## config.mk

```make
export PLATFORM = sky130hd
export DESIGN_NAME = dht11_responder
export DESIGN_NICKNAME = d
export VERILOG_FILES = /design/src/rtl/dht11_responder.sv
export SDC_FILE = /design/constraint.sdc
export NUM_CORES = 1
export LEC_CHECK = 0
export BUFFER_PORTS_ARGS = -buffer_cell sky130_fd_sc_hd__buf_4
export CORE_MARGIN = 2
export CORE_UTILIZATION = 58
export CTS_CLUSTER_DIAMETER = 150
export CTS_CLUSTER_SIZE = 40
export DETAILED_ROUTE_END_ITERATION = 6
export GPL_ROUTABILITY_DRIVEN = 0
export GPL_TIMING_DRIVEN = 0
export PLACE_DENSITY = 0.86
export SYNTH_ARGS = -nofsm -noshare
export SYNTH_HDL_FRONTEND = slang
export SYNTH_SLANG_ARGS = --single-unit
```

## constraint.sdc

```tcl
create_clock -name clk -period 5.5 [get_ports clk]
set_input_delay 0.55 -clock clk [delete_from_list [all_inputs] [get_ports clk]]
set_output_delay 0.55 -clock clk [all_outputs]
set_load 0.01 [all_outputs]
```

## src/rtl/dht11_responder.sv

```systemverilog
// dht11_responder: DHT11 sensor-side bus model; defining DHT_ERR_INJECT_EN adds corrupt_cksum to flip checksum bit 0.
module dht11_responder #(
    parameter int CLK_FREQ_HZ   = 50_000_000,
    parameter int START_MIN_US  = 18000,
    parameter int RESP_DELAY_US = 30,
    parameter int BIT0_HIGH_US  = 26,
    parameter int BIT1_HIGH_US  = 70
) (
    input  logic       clk,
    input  logic       reset,
    input  logic       dht_in,
    output logic       dht_oe,
    input  logic [7:0] hum_int,
    input  logic [7:0] hum_dec,
    input  logic [7:0] temp_int,
    input  logic [7:0] temp_dec,
    output logic       busy,
    output logic       frame_done
`ifdef DHT_ERR_INJECT_EN
    ,
    input  logic       corrupt_cksum
`endif
);
    localparam int DIV = CLK_FREQ_HZ / 1_000_000;
    localparam int PW  = DIV > 1 ? $clog2(DIV) : 1;
    localparam int CW  = $clog2((START_MIN_US > 255 ? START_MIN_US : 255) + 1);
    typedef enum logic [2:0] {IDLE, MEAS_LOW, DELAY, RESP_LOW, RESP_HIGH, BIT_LOW, BIT_HIGH, END_LOW} state_t;
    state_t state, state_nx;
    logic [2:0] sync;
    logic [PW-1:0] pre;
    logic [CW-1:0] cnt, dur;
    logic [39:0] shreg;
    logic [5:0] bit_cnt;
    logic [7:0] cksum, inj;
    logic fall, rise, tick, done, long_low, snap, entry;
`ifdef DHT_ERR_INJECT_EN
    assign inj = {7'd0, corrupt_cksum};
`else
    assign inj = 8'd0;
`endif
    assign cksum    = hum_int + hum_dec + temp_int + temp_dec;
    // sync[1] is the synchronised bus level, sync[2] its previous value
    assign fall     = sync[2] & ~sync[1];
    assign rise     = ~sync[2] & sync[1];
    assign tick     = pre == PW'(DIV - 1);
    assign long_low = cnt >= CW'(START_MIN_US);
    assign dur      = state == DELAY ? CW'(RESP_DELAY_US) :
                      (state == RESP_LOW || state == RESP_HIGH) ? CW'(80) :
                      state == BIT_HIGH ? (shreg[39] ? CW'(BIT1_HIGH_US) : CW'(BIT0_HIGH_US)) : CW'(50);
    assign done     = tick && cnt == dur - 1'b1;
    assign entry    = state_nx != state;
    assign dht_oe   = state inside {RESP_LOW, BIT_LOW, END_LOW};
    assign busy     = !(state inside {IDLE, MEAS_LOW});
    always_ff @(posedge clk) begin
        if (reset) begin
            sync       <= 3'b111;
            state      <= IDLE;
            pre        <= '0;
            cnt        <= '0;
            shreg      <= '0;
            bit_cnt    <= '0;
            frame_done <= 1'b0;
        end else begin
            sync       <= {sync[1:0], dht_in};
            state      <= state_nx;
            pre        <= (entry || tick) ? '0 : pre + 1'b1;
            cnt        <= entry ? '0 : (tick && !(state == MEAS_LOW && long_low)) ? cnt + 1'b1 : cnt;
            frame_done <= state == END_LOW && done;
            if (snap) begin
                shreg   <= {hum_int, hum_dec, temp_int, temp_dec, cksum ^ inj};
                bit_cnt <= '0;
            end else if (state == BIT_HIGH && done) begin
                shreg   <= {shreg[38:0], 1'b0};
                bit_cnt <= bit_cnt + 1'b1;
            end
        end
    end
    always_comb begin
        state_nx = state;
        snap     = 1'b0;
        case (state)
            IDLE:      state_nx = fall ? MEAS_LOW : IDLE;
            MEAS_LOW: begin
                snap     = rise && long_low;
                state_nx = rise ? (long_low ? DELAY : IDLE) : MEAS_LOW;
            end
            DELAY:     state_nx = done ? RESP_LOW : DELAY;
            RESP_LOW:  state_nx = done ? RESP_HIGH : RESP_LOW;
            RESP_HIGH: state_nx = done ? BIT_LOW : RESP_HIGH;
            BIT_LOW:   state_nx = done ? BIT_HIGH : BIT_LOW;
            BIT_HIGH:  state_nx = done ? (bit_cnt == 6'd39 ? END_LOW : BIT_LOW) : BIT_HIGH;
            END_LOW:   state_nx = done ? IDLE : END_LOW;
            default:   state_nx = IDLE;
        endcase
    end
endmodule

```

==> flow_metrics.py <==
metrics = {
    "synth": {
        "ys_top_cells_by_count": "74 x dfxtp_1, 50 x a21oi_1, 48 x nand3_1",
        "synth_area_leader_cell": "dfxtp_1",
        "synth_enable_flop_cells": 0,
        "ys_warn_count": 0,
        "seq_area_frac_synth_pct": 36.1,
        "avgSynthCellArea_um2": 8.67,
        "yosys.cell_count.top_type": "dfxtp_1",
        "synth-seq-cells": 74,
        "ys_types": 54,
        "synth_top_area_share_pct": 36.1,
        "async_flop_share_pct": 0,
        "ys.flop_type": "dfxtp_1",
        "synth_nets": 534,
        "syn_inst": 473,
        "syn_area_mm2": 0.00410,
        "synth_area_leaders": "dfxtp_1 36%, fa_1 6.8%, a21oi_1 6.1%",
    },
    "worst_setup_path": {
        "critPathArrivalTime_ns": 3.36,
        "cp_max_fo": 2,
        "endpoint_kind": "register",
        "cp.required_ns": 5.78,
        "startpoint_type": "input port",
        "path_class": "input port to register",
    },
    "die": {
        "die_area_mm2": 0.00776,
        "ioPinCount": 38,
        "core_mm2": 0.00683,
        "initial_core_util_pct": 60.0,
        "fp.dieW_um": 88.1,
        "num_rows": 30,
        "die_h_um": 88.1,
    },
    "placement": {
        "post-place-cells": 606,
        "numPortBuffers": 37,
        "hpwl_um": 7860,
        "placed_area_mm2": 0.00450,
    },
    "detailed_routing": {
        "via_per_inst": 6.22,
        "firstDrtPassIters": 6,
        "wl_um": 10800,
        "drt_iter0_markers": 418,
        "wl_per_cell_um": 17.4,
        "vias": 3867,
        "ant_nets": 0,
        "drc": 0,
    },
    "min_path": {
        "hold_path_class": "input port to register",
    },
    "cells_and_area": {
        "stdcell_area_mm2": 0.00471,
        "diodes": 0,
        "nets": 582,
        "fillers": 571,
        "fin_cells": 622,
        "layout-drive-gt1-share_pct": 13.5,
        "area_growth_pct": 14.7,
    },
    "grt": {
        "first_global_vias": 3610,
        "grt_use_total_pct": 29.1,
        "grt_start_max_net_pins": 16,
        "grt_antenna_before_repair": 1,
        "gr-total-overflow": 0,
        "grt_pass1_wl_um": 17300,
    },
    "power_and_ir_drop": {
        "ir_drop_mv": 0.137,
        "internal-power_mw": 0.844,
        "clockPowerShare_pct": 37.8,
        "sequentialPowerShare_pct": 46.1,
        "p_sw_mw": 0.331,
        "p_per_area_mw_per_mm2": 250,
        "swShare_pct": 28.2,
        "pwr-share-comb_pct": 16.1,
        "power_leakage_nw": 1.67,
    },
    "timing": {
        "slew_violations": 0,
        "maxSlewHeadroom_pct": 44.7,
        "worstMarginPinSlew_ns": 0.829,
        "finalHoldViolCount": 0,
        "max_freq_ghz": 0.325,
        "setup_viol": 0,
        "finalSetupTns_ns": 0,
        "fin_skew_ns": 0.0132,
        "period_minus_slack_ns": 3.08,
        "finalCritPeriodShare_pct": 56.0,
        "rsz0062_at_grt": "no",
    },
    "job": {
        "max_cap_violations": 0,
    },
    "clock_network": {
        "cts_max_level": 3,
        "postCtsSetupRepairBufs": 0,
        "cts_hold_buffers": 0,
        "cts.path.max_buffers": 2,
        "post_cts_resized": 0,
        "cts.sinks": 74,
        "numCtsBuffers": 9,
        "root_buffer": "clkbuf_8",
        "path_clk_slew_ns": 0.08,
        "clock_latency_ns": 0.37,
        "cts_tree": "built",
    },
    "status": {
        "status": "complete, no violations",
    },
}
cell type report:
type / instances / area, µm² / share of cell area [%]
multi-input combinational: 353 / 2440 / 51.8
sequential: 74 / 1480 / 31.5
timing repair buffer: 37 / 278 / 5.90
buffer: 32 / 131 / 2.79
clock buffer: 9 / 124 / 2.63
tap: 96 / 120 / 2.55
clock inverter: 7 / 82.6 / 1.75
inverter: 14 / 52.6 / 1.12
metal layers:
metal	GRT usage, %	up-vias	part of all wire (%)
met4	12.0	0	2.9
met3	8.01	38	9.7
met1	38.8	1820	42
met5	0	-	0
met2	44.9	191	46
li1	-	1818	-
metrics by stage:
step	worst slack [ns]	hold slack [ns]	total power [mW]	utilization, %
after floorplan	2.52	0.389	0.674	-
after global placement	2.22	0.392	0.728	65.9
after detailed placement	2.07	0.398	0.737	65.9
after CTS	2.45	0.368	1.18	68.9
after global routing	2.32	0.381	1.22	68.9
final	2.42	0.373	1.18	68.9
sequential cells by signal, indices dropped and copies added (netlist names):
| name | count |
|---|---|
| frame_done | 1 |
| bit_cnt | 6 |
| sync | 3 |
| shreg | 40 |
| state | 3 |
| pre | 6 |
| cnt | 15 |
final timing paths:
check,end,start,depth (start not counted),slack [ns]
worst max register to register,shreg[22],state[0],7,2.57
worst max-delay path,shreg[7],hum_int[1],12,2.42
worst min-delay path,sync[0],dht_in,2,0.37
worst min register to register,sync[1],sync[0],1,0.41
kinds of logic (layout without fill, tap and decap cells):
family | Yosys count | after routing | share of synthesized area, %
AOI/OAI and AO/OA | 120 | 120 | 18.8
xor gates and xnor gates | 27 | 27 | 5.77
adders and majority gates | 26 | 26 | 10.5
buffers and inverters | 46 | 99 | 4.48
DFF | 74 | 74 | 36.1
muxes | 6 | 6 | 1.46
and+or+nand+nor | 174 | 174 | 22.9
power by group through the flow:
stage               sequential [mW]  clock, mW  combinational, mW
detailed placement            0.554          0              0.183
finish                        0.542      0.444              0.189
global route                  0.542      0.470              0.208
global placement              0.554          0              0.174
floorplan                     0.554          0              0.121
CTS                           0.542      0.449              0.185
placed cells by master, fill, tap and decap left out, drive strengths merged, types with 4 or more instances in the layout:
master and instances:
xnor2 12, inv 18, buf 44, dfxtp 74
a21oi 50, o21ai 13, fa 14, clkbuf 34
xor2 15, o31ai 4, and2 5, nor3 10
or4 5, or2 4, nand2 18, ha 12
nand2b 7, or3 7, nor2 34, o221a 4
nand4 10, nor2b 4, mux2i 6, a22oi 30
nand3 48, nor4 4
critical path: stages:
cell and delay, ns:
buf_4 0.12, fa_1 0.51, fa_1 0.53, ha_1 0.20, inv_1 0.07, fa_1 0.41, nor2b_1 0.17, o31a_1 0.17
o21ai_0 0.13, a21oi_1 0.18, nor3b_1 0.07, a211oi_1 0.25
No activity file was read; power rests on OpenSTA's default activity.
